==> config.mk <==
export PLATFORM = sky130hd
export DESIGN_NAME = mac_acc_engine
export DESIGN_NICKNAME = d
export VERILOG_FILES = /design/src/rtl/mac_acc_engine.sv
export SDC_FILE = /design/constraint.sdc
export NUM_CORES = 2
export LEC_CHECK = 0
export CAP_MARGIN = 10
export CORE_MARGIN = 2
export CORE_UTILIZATION = 45
export DETAILED_ROUTE_END_ITERATION = 10
export PLACE_DENSITY = 0.61
export SETUP_SLACK_MARGIN = 0.4
export SYNTH_ARGS = -nofsm -noshare
export SYNTH_HDL_FRONTEND = slang
export SYNTH_SLANG_ARGS = --single-unit
==> constraint.sdc <==
create_clock -name clk_pe -period 23.1 [get_ports clk_pe]
set_input_delay 3.465 -clock clk_pe [delete_from_list [all_inputs] [get_ports clk_pe]]
set_output_delay 3.465 -clock clk_pe [all_outputs]
set_load 0.03 [all_outputs]
==> src/rtl/mac_acc_engine.sv <==
// -----------------------------------------------------------------------------
// mac_acc_engine
//
// Purpose:
//   Dot-product accumulator in the PE clock domain. Incoming 256-bit words
//   (LANES signed DW-bit operand pairs each) are buffered in a small FIFO,
//   because the upstream stage cannot be stalled. A job started with a length
//   pops that many words, multiplies each operand pair, sums the lane products
//   and accumulates them. One signed ACC_W-bit result per job is presented
//   through a valid/ready handshake.
//
// Ports:
//   clk_pe          in   PE clock, the only clock of the block
//   rst_n           in   asynchronous, active-low reset
//   data_valid_i    in   input word valid, one cycle per word
//   data_i          in   input word; lane k: a = [16k+7:16k], b = [16k+15:16k+8]
//   start_i         in   job start request (honoured only when idle)
//   cfg_len_i       in   number of words in the job, sampled on start
//   result_valid_o  out  job result available
//   result_o        out  accumulated signed dot product (wraps modulo 2^ACC_W)
//   result_ready_i  in   consumer accepts the result
//   busy_o          out  engine is not idle
//   fifo_full_o     out  FIFO holds FIFO_DEPTH entries
//   overflow_o      out  sticky: a word was dropped because the FIFO was full
// -----------------------------------------------------------------------------
module mac_acc_engine #(
    parameter int LANES      = 16,
    parameter int DW         = 8,
    parameter int ACC_W      = 32,
    parameter int LEN_W      = 8,
    parameter int FIFO_DEPTH = 4
) (
    input  logic                     clk_pe,
    input  logic                     rst_n,
    input  logic                     data_valid_i,
    input  logic [LANES*2*DW-1:0]    data_i,
    input  logic                     start_i,
    input  logic [LEN_W-1:0]         cfg_len_i,
    output logic                     result_valid_o,
    output logic [ACC_W-1:0]         result_o,
    input  logic                     result_ready_i,
    output logic                     busy_o,
    output logic                     fifo_full_o,
    output logic                     overflow_o
);

    localparam int DATA_W = LANES * 2 * DW;
    localparam int PTR_W  = $clog2(FIFO_DEPTH);
    localparam int PROD_W = 2 * DW;
    localparam int SUM_W  = PROD_W + $clog2(LANES);

    typedef enum logic [1:0] {
        IDLE  = 2'd0,
        RUN   = 2'd1,
        DRAIN = 2'd2,
        DONE  = 2'd3
    } state_t;

    state_t state_q, state_d;

    // FIFO storage and pointers; pointers carry one extra wrap bit so that
    // full and empty can be told apart without a separate counter.
    logic [DATA_W-1:0] mem_q [FIFO_DEPTH];
    logic [PTR_W:0]    wr_ptr_q, rd_ptr_q;
    logic              fifo_empty, fifo_full;
    logic              pop, push, drop;
    logic [DATA_W-1:0] head;

    // Job bookkeeping
    logic [LEN_W-1:0]  len_q, cnt_q;
    logic              start_acc;
    logic              last_pop;
    logic              ovf_q;

    // Datapath pipeline
    logic signed [PROD_W-1:0] op_a [LANES];
    logic signed [PROD_W-1:0] op_b [LANES];
    logic signed [PROD_W-1:0] prod_d [LANES];
    logic signed [PROD_W-1:0] prod_q [LANES];
    logic                     s1_valid_q;
    logic signed [SUM_W-1:0]  lane_sum;
    logic [ACC_W-1:0]         acc_q;

    assign fifo_empty = (wr_ptr_q == rd_ptr_q);
    assign fifo_full  = (wr_ptr_q[PTR_W] != rd_ptr_q[PTR_W]) &&
                        (wr_ptr_q[PTR_W-1:0] == rd_ptr_q[PTR_W-1:0]);
    assign head       = mem_q[rd_ptr_q[PTR_W-1:0]];

    // A word is consumed every RUN cycle that finds data waiting. A push is
    // only refused when the FIFO is full and nothing leaves it this cycle.
    assign pop       = (state_q == RUN) && !fifo_empty;
    assign push      = data_valid_i && (!fifo_full || pop);
    assign drop      = data_valid_i && fifo_full && !pop;
    assign start_acc = (state_q == IDLE) && start_i;
    assign last_pop  = pop && ((cnt_q + LEN_W'(1)) == len_q);

    // FIFO word storage; the contents need no reset because the pointers
    // decide what is valid.
    always_ff @(posedge clk_pe) begin
        if (push) begin
            mem_q[wr_ptr_q[PTR_W-1:0]] <= data_i;
        end
    end

    // FIFO pointers
    always_ff @(posedge clk_pe or negedge rst_n) begin
        if (!rst_n) begin
            wr_ptr_q <= '0;
            rd_ptr_q <= '0;
        end else begin
            if (push) begin
                wr_ptr_q <= wr_ptr_q + 1'b1;
            end
            if (pop) begin
                rd_ptr_q <= rd_ptr_q + 1'b1;
            end
        end
    end

    // Sticky overflow: a drop in the same cycle as a start still sets it, so
    // the new job never hides a word lost at its own start.
    always_ff @(posedge clk_pe or negedge rst_n) begin
        if (!rst_n) begin
            ovf_q <= 1'b0;
        end else if (drop) begin
            ovf_q <= 1'b1;
        end else if (start_acc) begin
            ovf_q <= 1'b0;
        end
    end

    // Job length is latched at start; the word counter counts pops.
    always_ff @(posedge clk_pe or negedge rst_n) begin
        if (!rst_n) begin
            len_q <= '0;
            cnt_q <= '0;
        end else if (start_acc) begin
            len_q <= cfg_len_i;
            cnt_q <= '0;
        end else if (pop) begin
            cnt_q <= cnt_q + LEN_W'(1);
        end
    end

    // State register
    always_ff @(posedge clk_pe or negedge rst_n) begin
        if (!rst_n) begin
            state_q <= IDLE;
        end else begin
            state_q <= state_d;
        end
    end

    // Next-state logic. The last word's product is registered on the pop
    // edge and accumulated on the following (DRAIN) edge, so a single DRAIN
    // cycle lets the two pipeline edges complete before DONE shows the sum.
    always_comb begin
        state_d = state_q;
        case (state_q)
            IDLE: begin
                if (start_i) begin
                    state_d = (cfg_len_i == '0) ? DONE : RUN;
                end
            end
            RUN: begin
                if (last_pop) begin
                    state_d = DRAIN;
                end
            end
            DRAIN: begin
                state_d = DONE;
            end
            DONE: begin
                if (result_ready_i) begin
                    state_d = IDLE;
                end
            end
            default: begin
                state_d = IDLE;
            end
        endcase
    end

    // Stage 1 products: operands are sign-extended to the product width first
    // so the multiply is done entirely at full signed width.
    always_comb begin
        for (int k = 0; k < LANES; k++) begin
            op_a[k]   = {{DW{head[k*2*DW+DW-1]}},   head[k*2*DW +: DW]};
            op_b[k]   = {{DW{head[k*2*DW+2*DW-1]}}, head[k*2*DW+DW +: DW]};
            prod_d[k] = op_a[k] * op_b[k];
        end
    end

    // Stage 1 register, captured on the edge that pops the word
    always_ff @(posedge clk_pe or negedge rst_n) begin
        if (!rst_n) begin
            s1_valid_q <= 1'b0;
            for (int k = 0; k < LANES; k++) begin
                prod_q[k] <= '0;
            end
        end else begin
            s1_valid_q <= pop;
            if (pop) begin
                for (int k = 0; k < LANES; k++) begin
                    prod_q[k] <= prod_d[k];
                end
            end
        end
    end

    // Stage 2 adder tree; the sum width leaves room for LANES full-scale
    // products without losing the sign.
    always_comb begin
        lane_sum = '0;
        for (int k = 0; k < LANES; k++) begin
            lane_sum = lane_sum +
                       {{(SUM_W-PROD_W){prod_q[k][PROD_W-1]}}, prod_q[k]};
        end
    end

    // Accumulator: cleared on start, wraps naturally on overflow
    always_ff @(posedge clk_pe or negedge rst_n) begin
        if (!rst_n) begin
            acc_q <= '0;
        end else if (start_acc) begin
            acc_q <= '0;
        end else if (s1_valid_q) begin
            acc_q <= acc_q + {{(ACC_W-SUM_W){lane_sum[SUM_W-1]}}, lane_sum};
        end
    end

    assign result_valid_o = (state_q == DONE);
    assign result_o       = acc_q;
    assign busy_o         = (state_q != IDLE);
    assign fifo_full_o    = fifo_full;
    assign overflow_o     = ovf_q;

endmodule

==> impl_metrics.xml <==
<?xml version="1.0" encoding="UTF-8"?>
<metrics>
  <group name="finish">
    <metric name="finalNetCount" unit="">9887</metric>
    <metric name="final_cell_mix" unit="">1509 x sky130_fd_sc_hd__inv_1, 1113 x sky130_fd_sc_hd__fa_1, 1024 x sky130_fd_sc_hd__edfxtp_1</metric>
    <metric name="layout.cells.non_filler" unit="">10900</metric>
    <metric name="layout.core_utilization" unit="%">50.9</metric>
    <metric name="area_overhead_vs_synth" unit="%">12.3</metric>
    <metric name="layout_commonest_cell" unit="">sky130_fd_sc_hd__inv_1</metric>
    <metric name="final_layout_size_suffix_gt1_share" unit="%">6.90</metric>
    <metric name="fillCellCount" unit="">18300</metric>
  </group>
  <group name="timing">
    <metric name="timing.final.crit_period" unit="ps">8470</metric>
    <metric name="maxSlewViolCount" unit="">0</metric>
    <metric name="finalSetupViolCount" unit="">0</metric>
    <metric name="timing_worst_slew_pin_value" unit="ps">1080</metric>
    <metric name="max_clock_freq" unit="MHz">118</metric>
    <metric name="timing_hold_violations_final" unit="">0</metric>
    <metric name="min_period_over_period" unit="%">36.7</metric>
    <metric name="grt_setup_unrepaired" unit="">false</metric>
    <metric name="timing.slew.headroom" unit="%">28.0</metric>
    <metric name="timing.setup.tns" unit="ps">0</metric>
    <metric name="skew" unit="ps">67.3</metric>
  </group>
  <group name="die">
    <metric name="start_util" unit="%">45.4</metric>
    <metric name="design.core.area" unit="um^2">210000</metric>
    <metric name="die_x" unit="um">464</metric>
    <metric name="floorplan.die.height" unit="um">464</metric>
    <metric name="ios" unit="">305</metric>
    <metric name="floorplan.die_area" unit="um^2">215000</metric>
    <metric name="placement_rows" unit="">168</metric>
  </group>
  <group name="yosys">
    <metric name="synth_async_sr_flop_share" unit="%">23.5</metric>
    <metric name="yosysWarningCount" unit="">0</metric>
    <metric name="cell_taking_the_most_area_after_synthesis" unit="">sky130_fd_sc_hd__edfxtp_1</metric>
    <metric name="synthAdderAreaFrac" unit="%">30.5</metric>
    <metric name="synth_top_cells_by_area" unit="">sky130_fd_sc_hd__edfxtp_1 32%, sky130_fd_sc_hd__fa_1 23%, sky130_fd_sc_hd__dfrtp_1 8.3%, sky130_fd_sc_hd__ha_1 7.1%, sky130_fd_sc_hd__mux4_2 6.1%</metric>
    <metric name="syn_area_per_cell" unit="um^2">12.5</metric>
    <metric name="yosys-mux-area-fraction" unit="%">6.29</metric>
    <metric name="ys_seq_area_share" unit="%">40.6</metric>
    <metric name="postSynthNetCount" unit="">9516</metric>
    <metric name="proportion_of_netlist_area_held_by_the_largest_area_contributor" unit="%">32.3</metric>
    <metric name="synth_top_flop_cell" unit="">sky130_fd_sc_hd__edfxtp_1</metric>
    <metric name="yosys_register_bits" unit="">1338</metric>
    <metric name="syn-instance-count" unit="">7597</metric>
    <metric name="simple_logic_cell_fraction_of_the_synthesized_area" unit="%">9.38</metric>
    <metric name="yosysUniqueCellTypes" unit="">76</metric>
    <metric name="mappedNetlistArea" unit="um^2">95100</metric>
    <metric name="synth_enable_flop_cells" unit="">1024</metric>
    <metric name="combinational_family_with_the_most_area_after_synthesis" unit="">adder cells</metric>
    <metric name="synth_compound_gate_area_share" unit="%">4.28</metric>
    <metric name="synth-xor-area-share" unit="%">2.48</metric>
  </group>
  <group name="route">
    <metric name="drtIter0Drc" unit="">3863</metric>
    <metric name="total_detailed_routing_wirelength" unit="um">226000</metric>
    <metric name="drt_drc_violations_left" unit="">0</metric>
    <metric name="detailroute.via_count" unit="">56300</metric>
    <metric name="routed_via_density" unit="">5.16</metric>
    <metric name="drt.antenna.violating_nets" unit="">0</metric>
    <metric name="detail_route.first_pass.iterations" unit="">5</metric>
    <metric name="post_drt_wl_per_cell" unit="um">20.7</metric>
  </group>
  <group name="clock_tree">
    <metric name="cts_inserted_buffers" unit="">154</metric>
    <metric name="clock_tree_from_tritoncts" unit="">yes</metric>
    <metric name="cts_repair_resize_count" unit="">0</metric>
    <metric name="cts_hold_buffers" unit="">0</metric>
    <metric name="cts_max_path_buffers" unit="">3</metric>
    <metric name="worst_setup_hold_path_clk_slew" unit="ps">60</metric>
    <metric name="tritoncts_num_sinks" unit="">1338</metric>
    <metric name="htree_levels" unit="">4</metric>
    <metric name="insertion_delay" unit="ps">850</metric>
    <metric name="post_cts_buffers" unit="">0</metric>
    <metric name="clock_tree.root_cell" unit="">sky130_fd_sc_hd__clkbuf_16</metric>
  </group>
  <group name="grt">
    <metric name="grt_use_total" unit="%">21.5</metric>
    <metric name="maximum_number_of_pins_on_one_net_before_global_route_repair" unit="">100</metric>
    <metric name="initial_antenna_violation_count" unit="">20</metric>
    <metric name="wire_length_of_the_first_global_routing_pass" unit="um">355000</metric>
    <metric name="grt_overflow_total" unit="">0</metric>
    <metric name="number_of_global_route_vias_before_repair" unit="">59800</metric>
  </group>
  <group name="setup_path">
    <metric name="crit_arrival" unit="ps">9200</metric>
    <metric name="timing.critical_path.from_type" unit="">flip-flop</metric>
    <metric name="crit_path_max_fanout" unit="">5</metric>
    <metric name="timing.setup.critical_path_class" unit="">reg -&gt; reg</metric>
    <metric name="critical_path_sink_type" unit="">flip-flop</metric>
    <metric name="max_stage_delay" unit="ps">600</metric>
    <metric name="cells_on_worst_reg2reg_path" unit="">32</metric>
    <metric name="critical_path.slowest_cell" unit="">sky130_fd_sc_hd__fa_1</metric>
    <metric name="worstPathRequired" unit="ps">23830</metric>
    <metric name="critical_path.most_common_cell" unit="">sky130_fd_sc_hd__fa_1</metric>
  </group>
  <group name="hold_path">
    <metric name="min_path_cells" unit="">1</metric>
    <metric name="hp-class" unit="">reg -&gt; reg</metric>
  </group>
  <group name="place">
    <metric name="place_congestion" unit="">0.903</metric>
    <metric name="dp_hpwl" unit="um">173000</metric>
    <metric name="place_inst" unit="">10600</metric>
    <metric name="io_buffers" unit="">304</metric>
  </group>
  <group name="status">
    <metric name="status" unit="">finished clean</metric>
  </group>
  <group name="run">
    <metric name="drv_cap" unit="">0</metric>
  </group>
</metrics>
cells in the mapped netlist, types with 114 or more instances:
cell / count
sky130_fd_sc_hd__edfxtp_1: 1024
sky130_fd_sc_hd__dfrtp_1: 314
sky130_fd_sc_hd__nor2_1: 143
sky130_fd_sc_hd__mux4_2: 256
sky130_fd_sc_hd__o21ai_0: 301
sky130_fd_sc_hd__and2_1: 596
sky130_fd_sc_hd__ha_1: 537
sky130_fd_sc_hd__fa_1: 1113
sky130_fd_sc_hd__nand2_1: 672
sky130_fd_sc_hd__inv_1: 1509
sky130_fd_sc_hd__nand2b_1: 114
sky130_fd_sc_hd__xnor2_1: 204
registers in the layout (all words and copies together) (netlist names):
| name | cells |
|---|---|
| prod_q | 256 |
| rd_ptr_q | 3 |
| cnt_q | 8 |
| s1_valid_q | 1 |
| mem_q | 1024 |
| wr_ptr_q | 3 |
| overflow_o | 1 |
| state_q | 2 |
| len_q | 8 |
| result_o | 32 |
through the flow:
step                cell area, um^2  setup WS (ps)  hold WS (ps)
finish                       107000          14630           481
floorplan                     95100           7920           445
detailed placement           102000          14660           470
global placement             102000          14780           462
CTS                          107000          14640           487
global route                 107000          14050           504
layout make-up:
class	count	area, um^2	area share [%]
Timing Repair Buffer	346	3400	3.18
Clock buffer	183	4050	3.79
Inverter	1511	5680	5.32
Clock inverter	101	1150	1.08
Tap cell	2805	3510	3.29
Multi-Input combinational cell	4617	50400	47.2
Antenna cell	9	22.5	0.0211
Sequential cell	1338	38600	36.2
path summary, 6_finish.rpt:
check / from / endpoint / slack (ps)
max in group asynchronous: rst_n / prod_q[190]$_DFFE_PN0P_ / 17640
min: wr_ptr_q[2]$_DFFE_PN0P_ / wr_ptr_q[2]$_DFFE_PN0P_ / 480
min reg2reg: wr_ptr_q[2]$_DFFE_PN0P_ / wr_ptr_q[2]$_DFFE_PN0P_ / 480
max reg2reg: prod_q[98]$_DFFE_PN0P_ / result_o[31]$_DFFE_PN0P_ / 14630
min in group asynchronous: rst_n / state_q[0]$_DFFE_PN0P_ / 2540
max: prod_q[98]$_DFFE_PN0P_ / result_o[31]$_DFFE_PN0P_ / 14630
cell families (layout without fill, tap and decap cells):
logic type / Yosys count / in the layout
simple gates: 1758 / 1758
fa+ha+maj: 1650 / 1650
buf+inv: 1642 / 2141
flops: 1338 / 1338
compound gates: 662 / 662
mux: 278 / 278
xor+xnor: 269 / 269
other cells: 0 / 9
critical path, delay by kind of cell, from the launching register on:
kind            cells  cell delay [ps]
buf+inv             5              300
simple gates        3              400
flops               1              400
xor+xnor            2              430
fa+ha+maj           9             4000
compound gates     13             2830
metal layers:
| layer | share of wire, % | global-route usage (%) |
|---|---|---|
| met3 | 5.5 | 3.38 |
| met1 | 46 | 31.4 |
| met2 | 47 | 34.1 |
| met5 | 0.0098 | 0 |
| met4 | 1.6 | 4.19 |
Power is not shown: default switching activity piles up to over one toggle a cycle in this logic, so the estimate is an artifact.
